===== src/rtl/ajuste_campo_pkg.sv =====
// rtl/ajuste_campo_pkg.sv - shared state encoding and RTC field maxima for the field edit controller
package ajuste_campo_pkg;

    typedef enum logic [1:0] {
        IDLE     = 2'd0,
        HOLD     = 2'd1,
        REPEAT   = 2'd2,
        WAIT_REL = 2'd3
    } estado_t;

    localparam logic [6:0] MAX_SEG  = 7'd59;
    localparam logic [6:0] MAX_MIN  = 7'd59;
    localparam logic [6:0] MAX_HORA = 7'd23;
    localparam logic [6:0] MAX_DIA  = 7'd31;
    localparam logic [6:0] MAX_MES  = 7'd12;
    localparam logic [6:0] MAX_ANIO = 7'd99;

endpackage


===== src/rtl/temporizador_repeticion.sv =====
// rtl/temporizador_repeticion.sv - hold/repeat interval counter with clear, enable and selectable terminal count
module temporizador_repeticion #(
    parameter int TERM_A = 4,
    parameter int TERM_B = 2
) (
    input  logic clk,
    input  logic reset,
    input  logic clear,
    input  logic enable,
    input  logic sel,
    output logic done
);

    localparam int LARGEST = (TERM_A > TERM_B) ? TERM_A : TERM_B;
    localparam int CW      = $clog2(LARGEST);
    localparam logic [CW-1:0] LAST_A = CW'(TERM_A - 1);
    localparam logic [CW-1:0] LAST_B = CW'(TERM_B - 1);

    logic [CW-1:0] cnt;

    // done is only seen for one cycle because the controller clears on it
    assign done = enable && (cnt == (sel ? LAST_B : LAST_A));

    always_ff @(posedge clk or posedge reset) begin
        if (reset) begin
            cnt <= '0;
        end else if (clear) begin
            cnt <= '0;
        end else if (enable) begin
            cnt <= cnt + CW'(1);
        end
    end

endmodule


===== src/rtl/ajuste_campo.sv =====
// rtl/ajuste_campo.sv - set-time edit controller for one RTC field with single step and auto-repeat
module ajuste_campo
    import ajuste_campo_pkg::*;
#(
    parameter int HOLD_CYCLES   = 50_000_000,
    parameter int REPEAT_CYCLES = 10_000_000
) (
    input  logic       clk,
    input  logic       reset,
    input  logic       en,
    input  logic       btn_up,
    input  logic       btn_down,
    input  logic [6:0] max,
    input  logic       load,
    input  logic [6:0] value_in,
    output logic [6:0] value,
    output logic       write_strobe,
    output logic       busy
);

    estado_t    state, state_next;
    logic       dir_up, dir_up_next;
    logic       step, step_up;
    logic       timer_clear, timer_enable, timer_done;
    logic       any_btn, both_btn, latched_btn, other_btn;
    logic [6:0] stepped;

    assign any_btn     = btn_up | btn_down;
    assign both_btn    = btn_up & btn_down;
    assign latched_btn = dir_up ? btn_up : btn_down;
    assign other_btn   = dir_up ? btn_down : btn_up;
    assign timer_enable = (state == HOLD) || (state == REPEAT);
    assign busy        = (state != IDLE);

    temporizador_repeticion #(
        .TERM_A (HOLD_CYCLES),
        .TERM_B (REPEAT_CYCLES)
    ) u_timer (
        .clk    (clk),
        .reset  (reset),
        .clear  (timer_clear),
        .enable (timer_enable),
        .sel    (state == REPEAT),
        .done   (timer_done)
    );

    always_comb begin
        state_next  = state;
        dir_up_next = dir_up;
        step        = 1'b0;
        step_up     = dir_up;
        case (state)
            IDLE: begin
                if (both_btn) begin
                    state_next = WAIT_REL;
                end else if (en && any_btn) begin
                    step        = 1'b1;
                    step_up     = btn_up;
                    dir_up_next = btn_up;
                    state_next  = HOLD;
                end
            end
            HOLD, REPEAT: begin
                if (other_btn) begin
                    state_next = WAIT_REL;
                end else if (!latched_btn) begin
                    state_next = IDLE;
                end else if (timer_done) begin
                    step       = 1'b1;
                    state_next = REPEAT;
                end
            end
            WAIT_REL: begin
                if (!any_btn) state_next = IDLE;
            end
            default: state_next = IDLE;
        endcase
        // a held button must be released before disable/load can lead to a new step
        if (!en || load) begin
            step       = 1'b0;
            state_next = any_btn ? WAIT_REL : IDLE;
        end
        timer_clear = step || !((state_next == HOLD) || (state_next == REPEAT));
    end

    always_comb begin
        stepped = value;
        if (step_up) begin
            stepped = (value >= max) ? 7'd0 : value + 7'd1;
        end else begin
            stepped = ((value == 7'd0) || (value > max)) ? max : value - 7'd1;
        end
    end

    always_ff @(posedge clk or posedge reset) begin
        if (reset) begin
            state        <= IDLE;
            dir_up       <= 1'b1;
            value        <= 7'd0;
            write_strobe <= 1'b0;
        end else begin
            state        <= state_next;
            dir_up       <= dir_up_next;
            write_strobe <= step;
            if (load) begin
                value <= value_in;
            end else if (step) begin
                value <= stepped;
            end
        end
    end

endmodule

===== config.mk =====
export PLATFORM = sky130hd
export DESIGN_NAME = ajuste_campo
export DESIGN_NICKNAME = d
export VERILOG_FILES = /design/src/rtl/ajuste_campo_pkg.sv /design/src/rtl/temporizador_repeticion.sv /design/src/rtl/ajuste_campo.sv
export SDC_FILE = /design/constraint.sdc
export NUM_CORES = 1
export LEC_CHECK = 0
export CAP_MARGIN = 20
export CORE_ASPECT_RATIO = 0.7
export CORE_MARGIN = 8
export CORE_UTILIZATION = 40
export DETAILED_ROUTE_END_ITERATION = 10
export GPL_ROUTABILITY_DRIVEN = 0
export PLACE_DENSITY = 0.69
export SLEW_MARGIN = 20
export SYNTH_ARGS = -nofsm -noshare
export SYNTH_HDL_FRONTEND = slang
export SYNTH_SLANG_ARGS = --single-unit
export TNS_END_PERCENT = 5

===== constraint.sdc =====
create_clock -name clk -period 3.5 [get_ports clk]
set_input_delay 0.35 -clock clk [delete_from_list [all_inputs] [get_ports clk]]
set_output_delay 0.35 -clock clk [all_outputs]
set_load 0.01 [all_outputs]

==> impl_metrics.yaml, run 1 <==
sta:
  finalSetupViolations: 0
  clock-skew-final_ns: 0.00529
  finalWorstSetupSlack_ns: 0.663
  finalCritPeriodShare_pct: 81.1
  worst_slew_margin_rel_pct: 53.1
  tightestPinTransition_ns: 0.700
  drv_slew: 0
  final_period_minus_worst_setup_slack_ns: 2.84
  maxClockFrequency_mhz: 352
  hold_viol: 0
  unrepaired_setup_endpoints_after_global_routing: "false"
  finalSetupTns_ns: 0
global_routing:
  via_count_of_the_first_global_routing_pass: 2158
  grt.busiest_layer: "met1"
  initial_antenna_violation_count: 0
  largest_net_degree_at_the_start_of_global_routing: 38
  grt_pass1_wl_microns: 10800
  grt_util_met2_pct: 18.9
  grt_util_met1_pct: 20.2
  total_global_routing_overflow: 0
  met3_layer_usage_reported_by_global_route_pct: 2.69
  gr-usage-all-layers_pct: 13.5
placement:
  io_buffer_count: 28
  place_hpwl_microns: 4800
  dpl_worst_slack_ns: 0.524
drt:
  remaining_drc_errors: 0
  detail_route.wirelength_microns: 6420
  number_of_vias_in_the_routed_layout: 2301
  drt_iter0_drc: 138
  detail_route.wl_per_cell_microns: 15.0
  drt_pass1_iterations: 4
  vias_per_cell: 5.39
  final_antenna_net_count: 0
clock_network:
  cts_made_buffers: 5
  clk_latency_ns: 0.28
  clock_path_buffers: 2
  clock_slew_at_the_register_clock_pins_of_the_worst_setup_and_hold_paths_ns: 0.07
  post-cts-setup-buffers: 0
  cts_root_buffer: "clkbuf_8"
  clock_tree.htree_level_count: 2
  post_cts.resized_instances: 0
  clock-sinks: 37
  hold_bufs_inserted_after_cts: 0
  tritoncts: "yes"
setup_path:
  regToRegEndpoint: "u_timer.cnt[24]"
  worstPathArrival_ns: 3.00
  r2r.worst_path.cells: 10
  cp.required_ns: 3.66
  end_kind: "register"
  timing.rr.start: "state[1]"
  critical_path.endpoint: "u_timer.cnt[24]"
  timing.critical_path.from: "state[1]"
  critPathMaxFanout: 26
  worst-setup-path-type: "reg2reg"
  crit_path_start_kind: "register"
  regToRegSetupSlack_ns: 0.66
synth:
  largest_cells_by_area_after_synthesis: "dfrtp_1 33%, ha_1 6.8%, xor2_1 6.4%"
  syn_area_sq_mm: 0.00274
  yosys_warnings: 0
  synth.avg_cell_area_sq_um: 9.06
  post-synth-top-area-fraction_pct: 32.8
  synthFlopType: "dfrtp_1"
  postSynth.asyncResetShare_pct: 100
  synth.ff_latch_count: 37
  synth_edf_count: 0
  ys_seq_area_share_pct: 33.8
  synthesis.instances: 303
  synth_cell_types: 58
  syn_nets: 338
  cell_taking_the_most_area_after_synthesis: "dfrtp_1"
finish:
  nets: 367
  antenna_cells_inserted: 0
  post_route_cells_drive_above_1_share_pct: 11.7
  syn2layout_area_growth_pct: 15.7
pwr:
  swShare_pct: 30.9
  irDropWorstVdd_uv: 168
  total_switching_power_w: 0.000338
  cellLeakagePower_nw: 1.31
  clkPwrFrac_pct: 29.9
  design_power_total_w: 0.00109
  p_seq_share_pct: 43.4
  powerDensity_mw_per_mm2: 344
  p_int_w: 0.000755
  power.combinational.fraction_pct: 26.7
run:
  drv.max_cap_violation_count: 0
run_status:
  run_status: "completed"
die:
  ios: 29
  core_area_sq_mm: 0.00669
  die_w_microns: 115
  placementRows: 25
  die-area_sq_mm: 0.00981
  initial_utilization_pct: 41.0
  dieHeight_microns: 85.3
hold_path:
  hold_class: "in2async"
## worst min path at each step
| stage | start | to | slack [ns] | depth (start not counted) |
|---|---|---|---|---|
| 6_report | reset | value[5] | 0.48 | 3 |
| 5_1_grt | reset | value[0] | 0.54 | 3 |
| 4_1_cts | reset | value[5] | 0.50 | 3 |
| 3_5_place_dp | u_timer.cnt[1] | u_timer.cnt[1] | 0.55 | 2 |
| 3_3_place_gp | u_timer.cnt[1] | u_timer.cnt[1] | 0.53 | 2 |
| 2_1_floorplan | value_in[0] | value[0] | 0.47 | 2 |
## sequential cells by signal, indices dropped and copies added (netlist names)
register and count:
u_timer.cnt 26, state 2, write_strobe 1, value 7
dir_up 1
## power by group through the flow
stage | combinational [W] | sequential [W] | clock (W)
floorplan | 0.000221 | 0.000473 | 0
global placement | 0.000287 | 0.000480 | 0
detailed placement | 0.000290 | 0.000482 | 0
CTS | 0.000292 | 0.000473 | 0.000336
global route | 0.000322 | 0.000476 | 0.000364
finish | 0.000291 | 0.000474 | 0.000327
## critical path: stages, from the launching register on
cell and delay [ns]:
dfrtp_1 0.45, inv_1 0.09, ha_1 0.32, nand3_2 0.11
or3_4 0.40, a211oi_4 0.36, o21ai_2 0.12, mux2_4 0.29
o211ai_4 0.14, buf_4 0.34, nor2_1 0.09
## cell families after synthesis
logic type,synth area share (%)
AND/OR/NAND/NOR,25.7
AO/OA/AOI/OAI,14.3
flip-flops,33.8
buffers and inverters,6.70
XOR/XNOR,9.58
adder cells (fa/ha/maj),6.84
multiplexers,3.10
## metrics by stage
step,cell area [sq um],hold slack [ns],util [%],std cells
3_5_place_dp,3070,0.551,45.9,419
3_3_place_gp,3070,0.533,45.9,419
5_1_grt,3180,0.536,47.4,427
6_report,3180,0.481,47.4,427
2_1_floorplan,2740,0.469,-,303
4_1_cts,3180,0.497,47.4,427
## cell usage in the layout (no fill, tap or decap), types with 3 or more instances in the layout
cell type / netlist / final
nor4b_1: 6 / 6
o21a_1: 3 / 3
nor2_2: 12 / 12
nand3_1: 17 / 17
nor2b_1: 4 / 4
ha_1: 15 / 15
o31ai_1: 5 / 5
xor2_1: 20 / 20
nand2b_1: 6 / 6
a21oi_1: 8 / 8
nor3_1: 6 / 6
mux2i_1: 7 / 7
nand4_1: 8 / 8
a211oi_1: 4 / 4
buf_4: 2 / 5
xnor2_1: 10 / 10
nor4_1: 3 / 3
o211ai_1: 3 / 3
clkdlybuf4s50_1: 0 / 28
clkbuf_8: 0 / 7
inv_1: 19 / 19
dfrtp_1: 36 / 36
and3_1: 5 / 5
o21ai_0: 10 / 10
nand2_1: 20 / 20
nor2_1: 29 / 29
## routing by layer
| layer | part of all wire (%) | vias to the layer above |
|---|---|---|
| li1 | - | 1133 |
| met1 | 51 | 1103 |
| met2 | 42 | 60 |
| met3 | 5.9 | 5 |
| met4 | 0.72 | 0 |
| met5 | 0 | - |
## cell usage after synthesis (3+ instances only)
library cell / instances
dfrtp_1: 36
nor2_1: 29
nand2_1: 20
xor2_1: 20
inv_1: 19
nand3_1: 17
ha_1: 15
nor2_2: 12
o21ai_0: 10
xnor2_1: 10
a21oi_1: 8
nand4_1: 8
mux2i_1: 7
nand2b_1: 6
nor3_1: 6
nor4b_1: 6
and3_1: 5
o31ai_1: 5
a211oi_1: 4
clkbuf_1: 4
nor2b_1: 4
nor4_1: 3
o211ai_1: 3
o21a_1: 3
## final cells by class
| class | instances | area (sq um) |
|---|---|---|
| Fill cell | 657 | 3520 |
| Multi-Input combinational cell | 234 | 1630 |
| Sequential cell | 37 | 927 |
| Timing Repair Buffer | 33 | 318 |
| Tap cell | 94 | 118 |
| Clock buffer | 7 | 96.3 |
| Inverter | 21 | 78.8 |
| Clock inverter | 1 | 5.00 |
No activity file was read; power rests on OpenSTA's default activity.
==> run 2: changes to the inputs <==
==> constraint.sdc (replaced) <==
create_clock -name clk -period 2.9 [get_ports clk]
set_input_delay 0.29 -clock clk [delete_from_list [all_inputs] [get_ports clk]]
set_output_delay 0.29 -clock clk [all_outputs]
set_load 0.01 [all_outputs]
==> impl_metrics.yaml, run 2 (same netlist as run 1, synthesis figures left out) <==
global_routing:
  initial_antenna_violation_count: 0
  grt_pass1_wl_microns: 11600
  total_global_routing_overflow: 0
  grt.busiest_layer: "met1"
  grt_util_met1_pct: 21.7
  grt_util_met2_pct: 20.4
  met3_layer_usage_reported_by_global_route_pct: 2.62
  via_count_of_the_first_global_routing_pass: 2344
  gr-usage-all-layers_pct: 14.5
  largest_net_degree_at_the_start_of_global_routing: 38
finish:
  register_with_the_most_flip_flops: "u_timer.cnt"
  largest_register_ff_count: 26
  top_regs: "u_timer.cnt: 26 flops, value: 7 flops, state: 2 flops"
  nets: 375
  seq_area_sq_um: 927
  syn2layout_area_growth_pct: 19.1
  multi_input_area_sq_mm: 0.00163
  most-common-layout-cells: "36 x dfrtp_1, 29 x nor2_1, 28 x clkdlybuf4s50_1"
  antenna_cells_inserted: 0
  filler_cell_count: 653
  layout.cells.most_common: "dfrtp_1"
  post_route_cells_drive_above_1_share_pct: 13.8
sta:
  drv_slew: 0
  finalSetupTns_ns: 0
  tightestPinTransition_ns: 0.693
  unrepaired_setup_endpoints_after_global_routing: "false"
  final_period_minus_worst_setup_slack_ns: 2.72
  finalSetupViolations: 0
  worst_slew_margin_rel_pct: 53.5
  hold_viol: 0
  finalCritPeriodShare_pct: 93.7
  whs_ns: 0.406
  clock-skew-final_ns: 0.00353
  maxClockFrequency_mhz: 368
setup_path:
  crit_path_start_kind: "register"
  critPathMaxFanout: 26
  cp.required_ns: 3.08
  end_kind: "register"
  slowest_cell_delay_on_critical_path_ns: 0.40
  critical_path.n_buffers_inverters: 2
  crit_path_top_delay_cell: "dfrtp_1"
  critical-path-top-delay-family: "compound AO/OA/AOI/OAI gates"
  crit_chain: "inv_1, ha_1, nand3_2, or3_4, a211oi_4, o21ai_2, mux2_4, o211ai_4, buf_12, nor2_1"
  worstPathArrival_ns: 2.90
  worst-setup-path-type: "reg2reg"
die:
  core_area_sq_mm: 0.00669
  placementRows: 25
  die-area_sq_mm: 0.00981
  initial_utilization_pct: 41.0
  ios: 29
  die_w_microns: 115
  dieHeight_microns: 85.3
clock_network:
  clock_path_buffers: 2
  clk_latency_ns: 0.29
  clock_tree.htree_level_count: 2
  cts_made_buffers: 5
  cts_root_buffer: "clkbuf_8"
  tritoncts: "yes"
  post-cts-setup-buffers: 0
  hold_bufs_inserted_after_cts: 0
  post_cts.resized_instances: 0
  clock_slew_at_the_register_clock_pins_of_the_worst_setup_and_hold_paths_ns: 0.08
  clock-sinks: 37
drt:
  drt_pass1_iterations: 4
  drt_iter0_drc: 151
  detail_route.wl_per_cell_microns: 15.4
  final_antenna_net_count: 0
  number_of_vias_in_the_routed_layout: 2352
  remaining_drc_errors: 0
  detail_route.wirelength_microns: 6710
  vias_per_cell: 5.41
pwr:
  powerDensity_mw_per_mm2: 438
  total_switching_power_w: 0.000436
  p_int_w: 0.000994
  irDropWorstVdd_uv: 338
  swShare_pct: 30.5
  cellLeakagePower_nw: 1.35
  power.combinational.fraction_pct: 27.5
  clkPwrFrac_pct: 33.2
  p_seq_share_pct: 39.3
placement:
  place_hpwl_microns: 5050
  io_buffer_count: 28
run:
  drv.max_cap_violation_count: 0
run_status:
  run_status: "completed"
hold_path:
  hold_class: "in2async"
[run 2: cell types whose count changed in the layout (fill, tap and decap cells not counted)]
cell        change
clkinvlp_4      +1
bufinv_16       +1
clkbuf_8        -1
clkinv_2        -1
buf_12          +1
buf_4           +7
[run 2: power by group through the flow]
stage | Clock (W) | Sequential (W) | Combinational, W
2_1_floorplan | 0 | 0.000571 | 0.000267
3_3_place_gp | 0 | 0.000569 | 0.000383
3_5_place_dp | 0 | 0.000570 | 0.000387
4_1_cts | 0.000488 | 0.000561 | 0.000390
5_1_grt | 0.000511 | 0.000564 | 0.000431
6_report | 0.000475 | 0.000562 | 0.000394
[run 2: cell type report]
type,count,share of cell area [%]
inverter,21,2.41
timing repair buffer,41,11.9
tap,94,3.60
sequential,37,28.4
clock buffer,6,2.53
multi-input combinational,234,50.0
clock inverter,2,1.15
[run 2: worst reg2reg max path, cell delays in order (launching register included)]
cell and delay, ns:
dfrtp_1 0.40, inv_1 0.11, ha_1 0.35, nand3_2 0.11, or3_4 0.40, a211oi_4 0.37
o21ai_2 0.12, mux2_4 0.29, o211ai_4 0.18, buf_12 0.21, nor2_1 0.07
[run 2: through the flow]
step / cells / total power, W / instance area (sq um) / util [%] / worst slack, ns
6_report: 435 / 0.00143 / 3270 / 48.8 / 0.182
3_3_place_gp: 427 / 0.000952 / 3150 / 47.0 / 0.211
4_1_cts: 435 / 0.00144 / 3270 / 48.8 / 0.204
5_1_grt: 435 / 0.00151 / 3270 / 48.8 / 0.0111
2_1_floorplan: 303 / 0.000838 / 2740 / - / 0.333
3_5_place_dp: 427 / 0.000957 / 3150 / 47.0 / 0.133
[run 2: final timing paths]
path / from / end / slack, ns / depth (start not counted)
setup reg to reg: state[0] / u_timer.cnt[14] / 0.18 / 10
hold / removal: reset / value[5] / 0.41 / 3
min in group clk: value_in[1] / value[1] / 0.57 / 3
hold reg to reg: u_timer.cnt[18] / u_timer.cnt[18] / 0.58 / 2
setup / recovery: state[0] / u_timer.cnt[14] / 0.18 / 10
max in group asynchronous: reset / dir_up / 2.15 / 3
[run 2: per-layer routing]
layer	wire, microns	vias up
met3	316	2
li1	-	1144
met4	47	0
met1	3530	1151
met2	2820	55
met5	0	-
==> run 3: changes to the inputs <==
--- a/config.mk
+++ b/config.mk
@@ -11,7 +11,7 @@
 export CORE_UTILIZATION = 40
 export DETAILED_ROUTE_END_ITERATION = 10
 export GPL_ROUTABILITY_DRIVEN = 0
-export PLACE_DENSITY = 0.69
+export PLACE_DENSITY = 0.71
 export SLEW_MARGIN = 20
 export SYNTH_ARGS = -nofsm -noshare
 export SYNTH_HDL_FRONTEND = slang
==> constraint.sdc (replaced) <==
create_clock -name clk -period 2.5 [get_ports clk]
set_input_delay 0.25 -clock clk [delete_from_list [all_inputs] [get_ports clk]]
set_output_delay 0.25 -clock clk [all_outputs]
set_load 0.01 [all_outputs]
==> impl_metrics.yaml, run 3 (same netlist as run 1, synthesis figures left out) <==
setup_path:
  crit_chain: "buf_4, ha_1, and4b_2, nand3_1, a211oi_4, o21ai_2, mux2_4, o211ai_4, buf_12, nor2_1"
  timing.rr.start: "state[1]"
  worstPathArrival_ns: 2.58
  end_kind: "register"
  crit_path_top_delay_cell: "dfrtp_1"
  slowest_cell_delay_on_critical_path_ns: 0.39
  regToRegEndpoint: "u_timer.cnt[14]"
  cp.required_ns: 2.68
  regToRegSetupSlack_ns: 0.1
  critical-path-top-delay-family: "compound AO/OA/AOI/OAI gates"
  crit_path_start_kind: "register"
  critPathMaxFanout: 26
  critical_path.n_buffers_inverters: 2
  r2r.worst_path.cells: 10
  worst-setup-path-type: "reg2reg"
global_routing:
  total_global_routing_overflow: 0
  gr-usage-all-layers_pct: 14.1
  initial_antenna_violation_count: 0
  largest_net_degree_at_the_start_of_global_routing: 38
  via_count_of_the_first_global_routing_pass: 2227
  grt_pass1_wl_microns: 11200
sta:
  drv_slew: 0
  finalSetupTns_ns: 0
  clock-skew-final_ns: 0.00758
  hold_viol: 0
  maxClockFrequency_mhz: 416
  tightestPinTransition_ns: 0.590
  unrepaired_setup_endpoints_after_global_routing: "true"
  finalCritPeriodShare_pct: 96.2
  final_period_minus_worst_setup_slack_ns: 2.40
  worst_slew_margin_rel_pct: 59.7
  whs_ns: 0.373
  finalSetupViolations: 0
clock_network:
  cts_root_buffer: "clkbuf_8"
  clock_path_buffers: 2
  hold_bufs_inserted_after_cts: 0
  tritoncts: "yes"
  clock-sinks: 37
  cts_made_buffers: 5
  clk_latency_ns: 0.29
  clock_tree.htree_level_count: 2
  clock_slew_at_the_register_clock_pins_of_the_worst_setup_and_hold_paths_ns: 0.08
finish:
  largest_register_ff_count: 26
  top_regs: "u_timer.cnt: 26 flops, value: 7 flops, state: 2 flops"
  post_route_cells_drive_above_1_share_pct: 19.3
  most-common-layout-cells: "36 x dfrtp_1, 28 x clkdlybuf4s50_1, 27 x nor2_1, 27 x buf_4"
  syn2layout_area_growth_pct: 24.1
  design_area_sq_mm: 0.00340
  layout.cells.most_common: "dfrtp_1"
  filler_cell_count: 620
  antenna_cells_inserted: 0
  nets: 391
  register_with_the_most_flip_flops: "u_timer.cnt"
run:
  drv.max_cap_violation_count: 0
pwr:
  cellLeakagePower_nw: 1.43
  irDropWorstVdd_uv: 202
  powerDensity_mw_per_mm2: 476
  design_power_total_w: 0.00162
die:
  placementRows: 25
  ios: 29
  initial_utilization_pct: 41.0
  dieHeight_microns: 85.3
  die-area_sq_mm: 0.00981
  die_w_microns: 115
  core_area_sq_mm: 0.00669
drt:
  drt_iter0_drc: 121
  detail_route.wl_per_cell_microns: 14.7
  detail_route.wirelength_microns: 6620
  final_antenna_net_count: 0
  remaining_drc_errors: 0
  vias_per_cell: 5.30
  number_of_vias_in_the_routed_layout: 2389
  drt_pass1_iterations: 5
placement:
  io_buffer_count: 28
  detailed_place.area_sq_mm: 0.00328
  place_hpwl_microns: 5080
run_status:
  run_status: "completed"
hold_path:
  hold_class: "in2async"
[run 3: worst max path at each step]
| stage | slack, ns | startpoint | depth (start not counted) | end |
|---|---|---|---|---|
| 6_report | 0.1 | state[1] | 10 | u_timer.cnt[14] |
| 4_1_cts | 0.04 | state[0] | 10 | u_timer.cnt[11] |
| 3_3_place_gp | -0.05 | btn_down | 8 | value[2] |
| 2_1_floorplan | -0.02 | state[1] | 11 | u_timer.cnt[5] |
| 3_5_place_dp | -0.10 | btn_down | 8 | value[2] |
| 5_1_grt | -0.007 | state[0] | 10 | u_timer.cnt[18] |
[run 3: final cells by class]
type | count | area [sq um] | area share, %
tap | 94 | 118 | 3.45
clock buffer | 7 | 96.3 | 2.83
clock inverter | 1 | 5.00 | 0.147
inverter | 21 | 78.8 | 2.32
multi-input combinational | 234 | 1660 | 48.7
timing repair buffer | 57 | 523 | 15.4
sequential | 37 | 927 | 27.2
[run 3: routing by layer]
layer	vias to the layer above	routed length [microns]	GRT usage, %
li1	1181	-	-
met1	1137	3390	21.4
met3	8	406	2.48
met2	63	2730	18.8
met5	-	0	0
met4	0	95	5.82
[run 3: worst reg2reg max path: stages, from the launching register on]
cell	delay, ns
dfrtp_1	0.39
buf_4	0.16
ha_1	0.19
and4b_2	0.27
nand3_1	0.12
a211oi_4	0.32
o21ai_2	0.09
mux2_4	0.28
o211ai_4	0.20
buf_12	0.21
nor2_1	0.07
[run 3: what timing repair did]
item / CTS / global route
endpoints found under the setup margin: 0 / 30
resized for setup: 0 / 6
setup buffers: 0 / 0
[run 3: report_power, final]
group	switching [W]	internal, W	leakage [nW]	total [W]
clock	0.000223	0.000250	0.0542	0.000472
sequential	0.0000226	0.000621	0.492	0.000644
combinational	0.000260	0.000243	0.886	0.000504
[run 3: through the flow]
step	cells	util, %	worst slack, ns
2_1_floorplan	303	-	-0.0183
3_3_place_gp	443	49.0	-0.0516
3_5_place_dp	443	49.0	-0.104
4_1_cts	451	50.5	0.0392
5_1_grt	451	50.9	-0.00711
6_report	451	50.9	0.0957
